## src/rtl/wakeup_release_pipeline.sv

```systemverilog
// Wakeup/release pipeline: the consumer end of the wakeup/select loop.
// Each issue lane keeps a wakeup shift register (one slot per latency cycle)
// and a release shift register. A granted op is inserted at the slot matching
// its latency. It then walks toward slot 0, which drives the registered
// wakeup and release ports.
module wakeup_release_pipeline #(
  parameter int ISSUE_WIDTH  = 4,
  parameter int IQ_ENTRY_NUM = 16,
  parameter int MAX_LAT      = 4,
  parameter int RELEASE_LAT  = 2,
  localparam int IDX_W       = $clog2(IQ_ENTRY_NUM),
  localparam int LAT_W       = $clog2(MAX_LAT + 1)
) (
  input  logic                                      clk,
  input  logic                                      rst,
  input  logic                                      stall,
  input  logic                                      flush,
  input  logic [ISSUE_WIDTH-1:0]                    selected,
  input  logic [ISSUE_WIDTH-1:0][IDX_W-1:0]         selectedPtr,
  input  logic [ISSUE_WIDTH-1:0][IQ_ENTRY_NUM-1:0]  selectedVector,
  input  logic [ISSUE_WIDTH-1:0][LAT_W-1:0]         selLatency,
  output logic [ISSUE_WIDTH-1:0]                    wakeup,
  output logic [ISSUE_WIDTH-1:0][IDX_W-1:0]         wakeupPtr,
  output logic [ISSUE_WIDTH-1:0][IQ_ENTRY_NUM-1:0]  wakeupVector,
  output logic [ISSUE_WIDTH-1:0]                    releaseEntry,
  output logic [ISSUE_WIDTH-1:0][IDX_W-1:0]         releasePtr,
  output logic [ISSUE_WIDTH-1:0]                    latencyConflict
);

  // Current pipeline state: the valid bits and the payload are kept apart.
  logic [MAX_LAT-1:0]     wValid [ISSUE_WIDTH];
  logic [IDX_W-1:0]       wPtr   [ISSUE_WIDTH][MAX_LAT];
  logic [IQ_ENTRY_NUM-1:0] wVec  [ISSUE_WIDTH][MAX_LAT];
  logic [RELEASE_LAT-1:0] rValid [ISSUE_WIDTH];
  logic [IDX_W-1:0]       rPtr   [ISSUE_WIDTH][RELEASE_LAT];

  // State after the shift and the insertion on an ordinary cycle.
  logic [MAX_LAT-1:0]     nwValid [ISSUE_WIDTH];
  logic [IDX_W-1:0]       nwPtr   [ISSUE_WIDTH][MAX_LAT];
  logic [IQ_ENTRY_NUM-1:0] nwVec  [ISSUE_WIDTH][MAX_LAT];
  logic [RELEASE_LAT-1:0] nrValid [ISSUE_WIDTH];
  logic [IDX_W-1:0]       nrPtr   [ISSUE_WIDTH][RELEASE_LAT];
  logic [ISSUE_WIDTH-1:0] conflict;

  // Clamp the requested latency into the range 1..MAX_LAT.
  function automatic logic [LAT_W-1:0] clampLat(input logic [LAT_W-1:0] lat);
    if (lat == '0)                  return LAT_W'(1);
    else if (lat > LAT_W'(MAX_LAT)) return LAT_W'(MAX_LAT);
    else                            return lat;
  endfunction

  // Shift every lane toward slot 0, then insert the new grant at slot L-1.
  always_comb begin
    // NOTE: every output of this block gets a default before any condition, so no latch is inferred.
    int slot;
    slot     = 0;
    conflict = '0;
    for (int i = 0; i < ISSUE_WIDTH; i++) begin
      nwValid[i] = wValid[i] >> 1;
      for (int k = 0; k < MAX_LAT - 1; k++) begin
        nwPtr[i][k] = wPtr[i][k+1];
        nwVec[i][k] = wVec[i][k+1];
      end
      nwPtr[i][MAX_LAT-1] = '0;
      nwVec[i][MAX_LAT-1] = '0;

      nrValid[i] = rValid[i] >> 1;
      for (int k = 0; k < RELEASE_LAT - 1; k++) nrPtr[i][k] = rPtr[i][k+1];
      nrPtr[i][RELEASE_LAT-1] = '0;

      slot = int'(clampLat(selLatency[i])) - 1;
      if (selected[i]) begin
        // An occupied target slot keeps the older op and raises the error flag.
        if (nwValid[i][slot]) begin
          conflict[i] = 1'b1;
        end else begin
          nwValid[i][slot] = 1'b1;
          nwPtr[i][slot]   = selectedPtr[i];
          nwVec[i][slot]   = selectedVector[i];
        end
        nrValid[i][RELEASE_LAT-1] = 1'b1;
        nrPtr[i][RELEASE_LAT-1]   = selectedPtr[i];
      end
    end
  end

  // Update the valid bits and the registered outputs (reset/flush, stall, normal).
  always_ff @(posedge clk) begin
    // NOTE: all sequential state uses non-blocking assignments, so the order of the statements does not affect the result.
    if (rst || flush) begin
      wValid          <= '{default: '0};
      rValid          <= '{default: '0};
      wakeup          <= '0;
      wakeupPtr       <= '0;
      wakeupVector    <= '0;
      releaseEntry    <= '0;
      releasePtr      <= '0;
      latencyConflict <= '0;
    end else if (stall) begin
      wakeup          <= '0;
      wakeupPtr       <= '0;
      wakeupVector    <= '0;
      releaseEntry    <= '0;
      releasePtr      <= '0;
      latencyConflict <= '0;
    end else begin
      wValid          <= nwValid;
      rValid          <= nrValid;
      latencyConflict <= conflict;
      for (int i = 0; i < ISSUE_WIDTH; i++) begin
        wakeup[i]       <= nwValid[i][0];
        wakeupPtr[i]    <= nwValid[i][0] ? nwPtr[i][0] : '0;
        wakeupVector[i] <= nwValid[i][0] ? nwVec[i][0] : '0;
        releaseEntry[i] <= nrValid[i][0];
        releasePtr[i]   <= nrValid[i][0] ? nrPtr[i][0] : '0;
      end
    end
  end

  // Payload follows the shift and is frozen by stall.
  always_ff @(posedge clk) begin
    // NOTE: the payload storage has no reset; the valid bits alone decide whether a slot counts.
    if (!stall) begin
      wPtr <= nwPtr;
      wVec <= nwVec;
      rPtr <= nrPtr;
    end
  end

endmodule

```

## config.mk

```make
export PLATFORM = sky130hd
export DESIGN_NAME = wakeup_release_pipeline
export DESIGN_NICKNAME = d
export VERILOG_FILES = /design/src/rtl/wakeup_release_pipeline.sv
export SDC_FILE = /design/constraint.sdc
export NUM_CORES = 1
export LEC_CHECK = 0
export CAP_MARGIN = 20
export CORE_MARGIN = 2
export CORE_UTILIZATION = 59
export DETAILED_ROUTE_END_ITERATION = 7
export PLACE_DENSITY_LB_ADDON = 0.25
export SLEW_MARGIN = 20
export SYNTH_ARGS = -nofsm -noshare
export SYNTH_HDL_FRONTEND = slang
export SYNTH_SLANG_ARGS = --single-unit
```

## constraint.sdc

```tcl
create_clock -name clk -period 17.1 [get_ports clk]
set_input_delay 2.565 -clock clk [delete_from_list [all_inputs] [get_ports clk]]
set_output_delay 2.565 -clock clk [all_outputs]
set_load 0.005 [all_outputs]
```

### Yosys cells after proc, flatten, opt, wreduce, memory -nomap -nowiden

Cells that the tools add are included.

* muxes and demuxes: 84
* bitwise gates (word level): 20
* $add $sub $neg: 4
* order comparisons: 20
* reduce and logical (&&, ||, !) cells: 30

Operator list (count)
* 64-bit two-way mux: 8
* 64-bit bitwise mux: 4
* 16-bit two-way mux: 12
* 16-bit demux with 2-bit select: 4
* 32-bit by 3-bit >= comparator with 1-bit output (second input constant): 4
* 32-bit by 1-bit < comparator with 1-bit output (second input constant): 4
* 32-bit NOT: 4
* 16-bit bitwise mux: 4
* 4-bit two-way mux: 12
* 3-bit OR reduction: 12
* 4-bit demux with 2-bit select: 4
* 3-bit two-way mux: 8
* 1-bit two-way mux: 20
* 4-bit by 1-bit >= comparator with 1-bit output (second input constant): 4
* 4-bit < comparator (second input constant): 4
* 3-bit by 4-bit OR with 4-bit output: 4
* 3-bit by 1-bit subtractor with 4-bit output (second input constant): 4
* 3-bit greater-than comparator (second input constant): 4
* 3-bit logical NOT: 4
* 1-bit NOT: 12
* 2-bit OR reduction: 5
* 1-bit binary-select mux with 2-bit select: 4
* 1-bit demux with 2-bit select: 4
* 1-bit logical AND: 8
* 1-bit logical OR: 1

* word-level logic and storage cells: 212
* bits in registers: 388
* input port bits: 100
* output and inout port bits: 108

### Depth between registers and ports, before layout

* depth in word-level cells: 13
* depth in mapped cells: 9
* depth with buffers taken out: 8

### Worst setup path after synthesis

OpenSTA, ideal clock, no wires.

* path type: input to register
* from: input port stall
* to: register wValid[13] (netlist name)
* path buffers: 1
* slack: 8.616 ns
* library setup time: 0.392 ns
* arrival: 8.092 ns
* data required time: 16.708 ns
* stages on the path: 3
* cells stage by stage: clkbuf_1 -> inv_1 -> a311oi_1

RTL lines
* from (decl): line 16 `input logic stall,`
* to (signal assigned): line 107 `wValid <= nwValid;`
* to (decl): line 31 `logic [MAX_LAT-1:0] wValid [ISSUE_WIDTH];`

No word-level cell between the ends.

==> results.yml <==
yosys:
  synth_compound_area_share_pct: 2.098
  syn_avg_cell_area_um2: 14.03
  ys_types: 40
  synth-edff-count: 256
  synth_seq_cells: 380
  synthXorXnorAreaFrac_pct: 0.05670
  ys.flop_type: "edfxtp_1"
  syn_area_um2: 15450
  syn_inst: 1101
  synth.yosys.warnings: 0
  synthAdderAreaFrac_pct: 1.296
  synthArstFlopShare_pct: 0
  ys_seq_area_share_pct: 65.84
  syn_nets: 1217
  yosys.area_share.simple_pct: 11.53
  synthMuxAreaShare_pct: 16.87
  synth_top_family_by_area: "multiplexers"
worst_setup_path:
  crit_path_cell_trace: "clkdlybuf4s50_1, nor2b_1, nor2_1, ha_1, a311o_1, a211oi_2, nand3_2, mux2_1"
  end_kind: "register"
  worstSetupPathType: "in -> reg"
  critPathMaxFanout: 21
  cp_slowest_cell: "nand3_2"
  cp_slowest_stage_delay_ns: 0.69
  cp.required_ns: 17.35
  path_buf_inv: 1
  cp.arrival_ns: 5.74
  setup.worst_path.start_class: "input port"
  crit_family: "simple AND/OR/NAND/NOR gates"
sta:
  rsz0062_at_grt: "no"
  finalSetupTns_ns: 0
  fmax_mhz: 182.4
  timing.final.ws_setup_ns: 11.62
  worstMarginPinSlew_ns: 0.9736
  hold_viol: 0
  clock_skew_ns: 0.01082
  timing.hold.ws_ns: 0.4697
  timing.final.crit_share_pct: 32.05
  drv_slew: 0
  maxSlewHeadroom_pct: 35.01
  setup_violations: 0
  min_period_ns: 5.481
placed_design:
  place.port_buffers: 207
  dpl_worst_slack_ns: 11.20
  routabilityCongestion: 0.7687
  place_area_um2: 17780
  place_hpwl_um: 18420
global_routing:
  grt_pass1_wl_um: 48630
  overflow: 0
  first_global_vias: 9215
  grt_antenna_before_repair: 1
  groute.usage.overall_pct: 21.85
  grt_max_degree: 172
cells_and_area:
  final_layout_size_suffix_gt1_share_pct: 9.302
  final_cell_mix: "256 x edfxtp_1, 206 x clkdlybuf4s50_1, 150 x nand2_1"
  diodes: 0
  final_common_cell: "edfxtp_1"
  nets: 1419
  syn_to_final_growth_pct: 23.42
  postLayoutCellArea_um2: 19070
floorplan:
  placementRows: 59
  core_um2: 25910
  dieArea_um2: 27490
  initial_utilization_pct: 59.62
  die_x_um: 165.8
  io_pins: 208
  die_h_um: 165.8
drt:
  dr.pass1.iters: 7
  vias: 9185
  drc_errors: 0
  vias_per_cell: 5.507
  avgRoutedWirePerCell_um: 18.38
  postRouteAntennaNets: 0
  drt_wl_total_um: 30660
  drtIter0Drc: 712
power_and_ir_drop:
  power_per_cell_area_nw_per_um2: 104.8
  finalPower_w: 0.001998
  peakVddDrop_mv: 0.1014
  leakage_nw: 7.398
job:
  cap_violations: 0
clock_tree:
  insertion_delay_ns: 0.51
  cts_sinks: 380
  clkTransAtPathRegs_ns: 0.06
  numCtsBuffers: 40
  post_cts_buffers: 0
  postCtsHoldBufs: 0
  cts_buffer_depth: 3
  cts-resized-gates: 0
  cts_tree: "done"
  htreeDepth: 2
  root_buffer: "clkbuf_16"
hold_path:
  hp-class: "reg -> reg"
outcome:
  outcome: "completed"
where the power goes:
part / leakage (nW) / switching [W] / internal (W)
Clock: 0.627 / 0.000341 / 0.000495
Combinational: 3.21 / 0.0000618 / 0.0000590
Sequential: 3.56 / 0.0000123 / 0.00103
per-layer routing:
metal	wire, um	up-vias	track usage [%]
met5	13	-	0
met4	527	2	5.747
met3	1551	42	4.218
met2	15240	238	36.50
met1	13330	4574	29.69
li1	-	4329	-
cell usage after synthesis (5+ instances only):
cell        n  area, um^2
edfxtp_1  256        7687
nand2_1   150       563.0
dfxtp_1   124        2482
mux2_1    122        1374
and2_1    100       625.6
mux2i_1    65       650.6
clkbuf_1   41       153.9
mux2_4     38       570.6
a21oi_1    29       145.1
nor2_1     24       90.09
nand3b_1   20       150.1
and3_1     19       118.9
buf_2      18       90.09
ha_1       16       200.2
inv_1      15       56.30
nand2b_1   10       62.56
nand4_1     9       56.30
a221oi_1    5       43.79
nand3_1     5       25.02
registers in the layout, indices dropped and copies added, names as in the netlist:
register / flops
nrPtr: 16
nrValid: 4
wVec: 192
wakeup: 4
wakeupVector: 64
wValid: 12
wPtr: 48
releasePtr: 16
releaseEntry: 4
latencyConflict: 4
wakeupPtr: 16
cells by family after synthesis:
group,after synthesis
AOI/OAI and AO/OA,48
muxes,226
buffers and inverters,81
adders and majority gates,16
xor gates and xnor gates,1
and+or+nand+nor,349
DFF,380
final timing paths:
path / to / start / slack, ns / depth (start not counted)
hold reg to reg: releasePtr[0]$_SDFF_PP0_ / nrPtr[28]$_SDFFCE_PN0N_ / 0.47 / 1
setup / recovery: wVec[163]$_DFFE_PN_ / selLatency[4] / 11.62 / 8
hold / removal: releasePtr[0]$_SDFF_PP0_ / nrPtr[28]$_SDFFCE_PN0N_ / 0.47 / 1
setup reg to reg: wVec[227]$_DFFE_PN_ / wValid[13]$_SDFFE_PP0N_ / 14.54 / 5
area by class of cell:
cell class | instances | area (um^2)
sequential | 380 | 10170
clock buffer | 54 | 1135
fill | 1651 | 6845
clock inverter | 18 | 138.9
timing repair buffer | 223 | 2191
tap | 335 | 419.2
inverter | 18 | 80.08
multi-input combinational | 640 | 4932
stage by stage:
stage,std cells,utilization [%]
6_report,1668,73.58
5_1_grt,1668,73.58
4_1_cts,1668,73.55
3_3_place_gp,1596,68.63
2_1_floorplan,1101,-
3_5_place_dp,1596,68.63
Note: power is estimated with default switching activity, not from simulation.
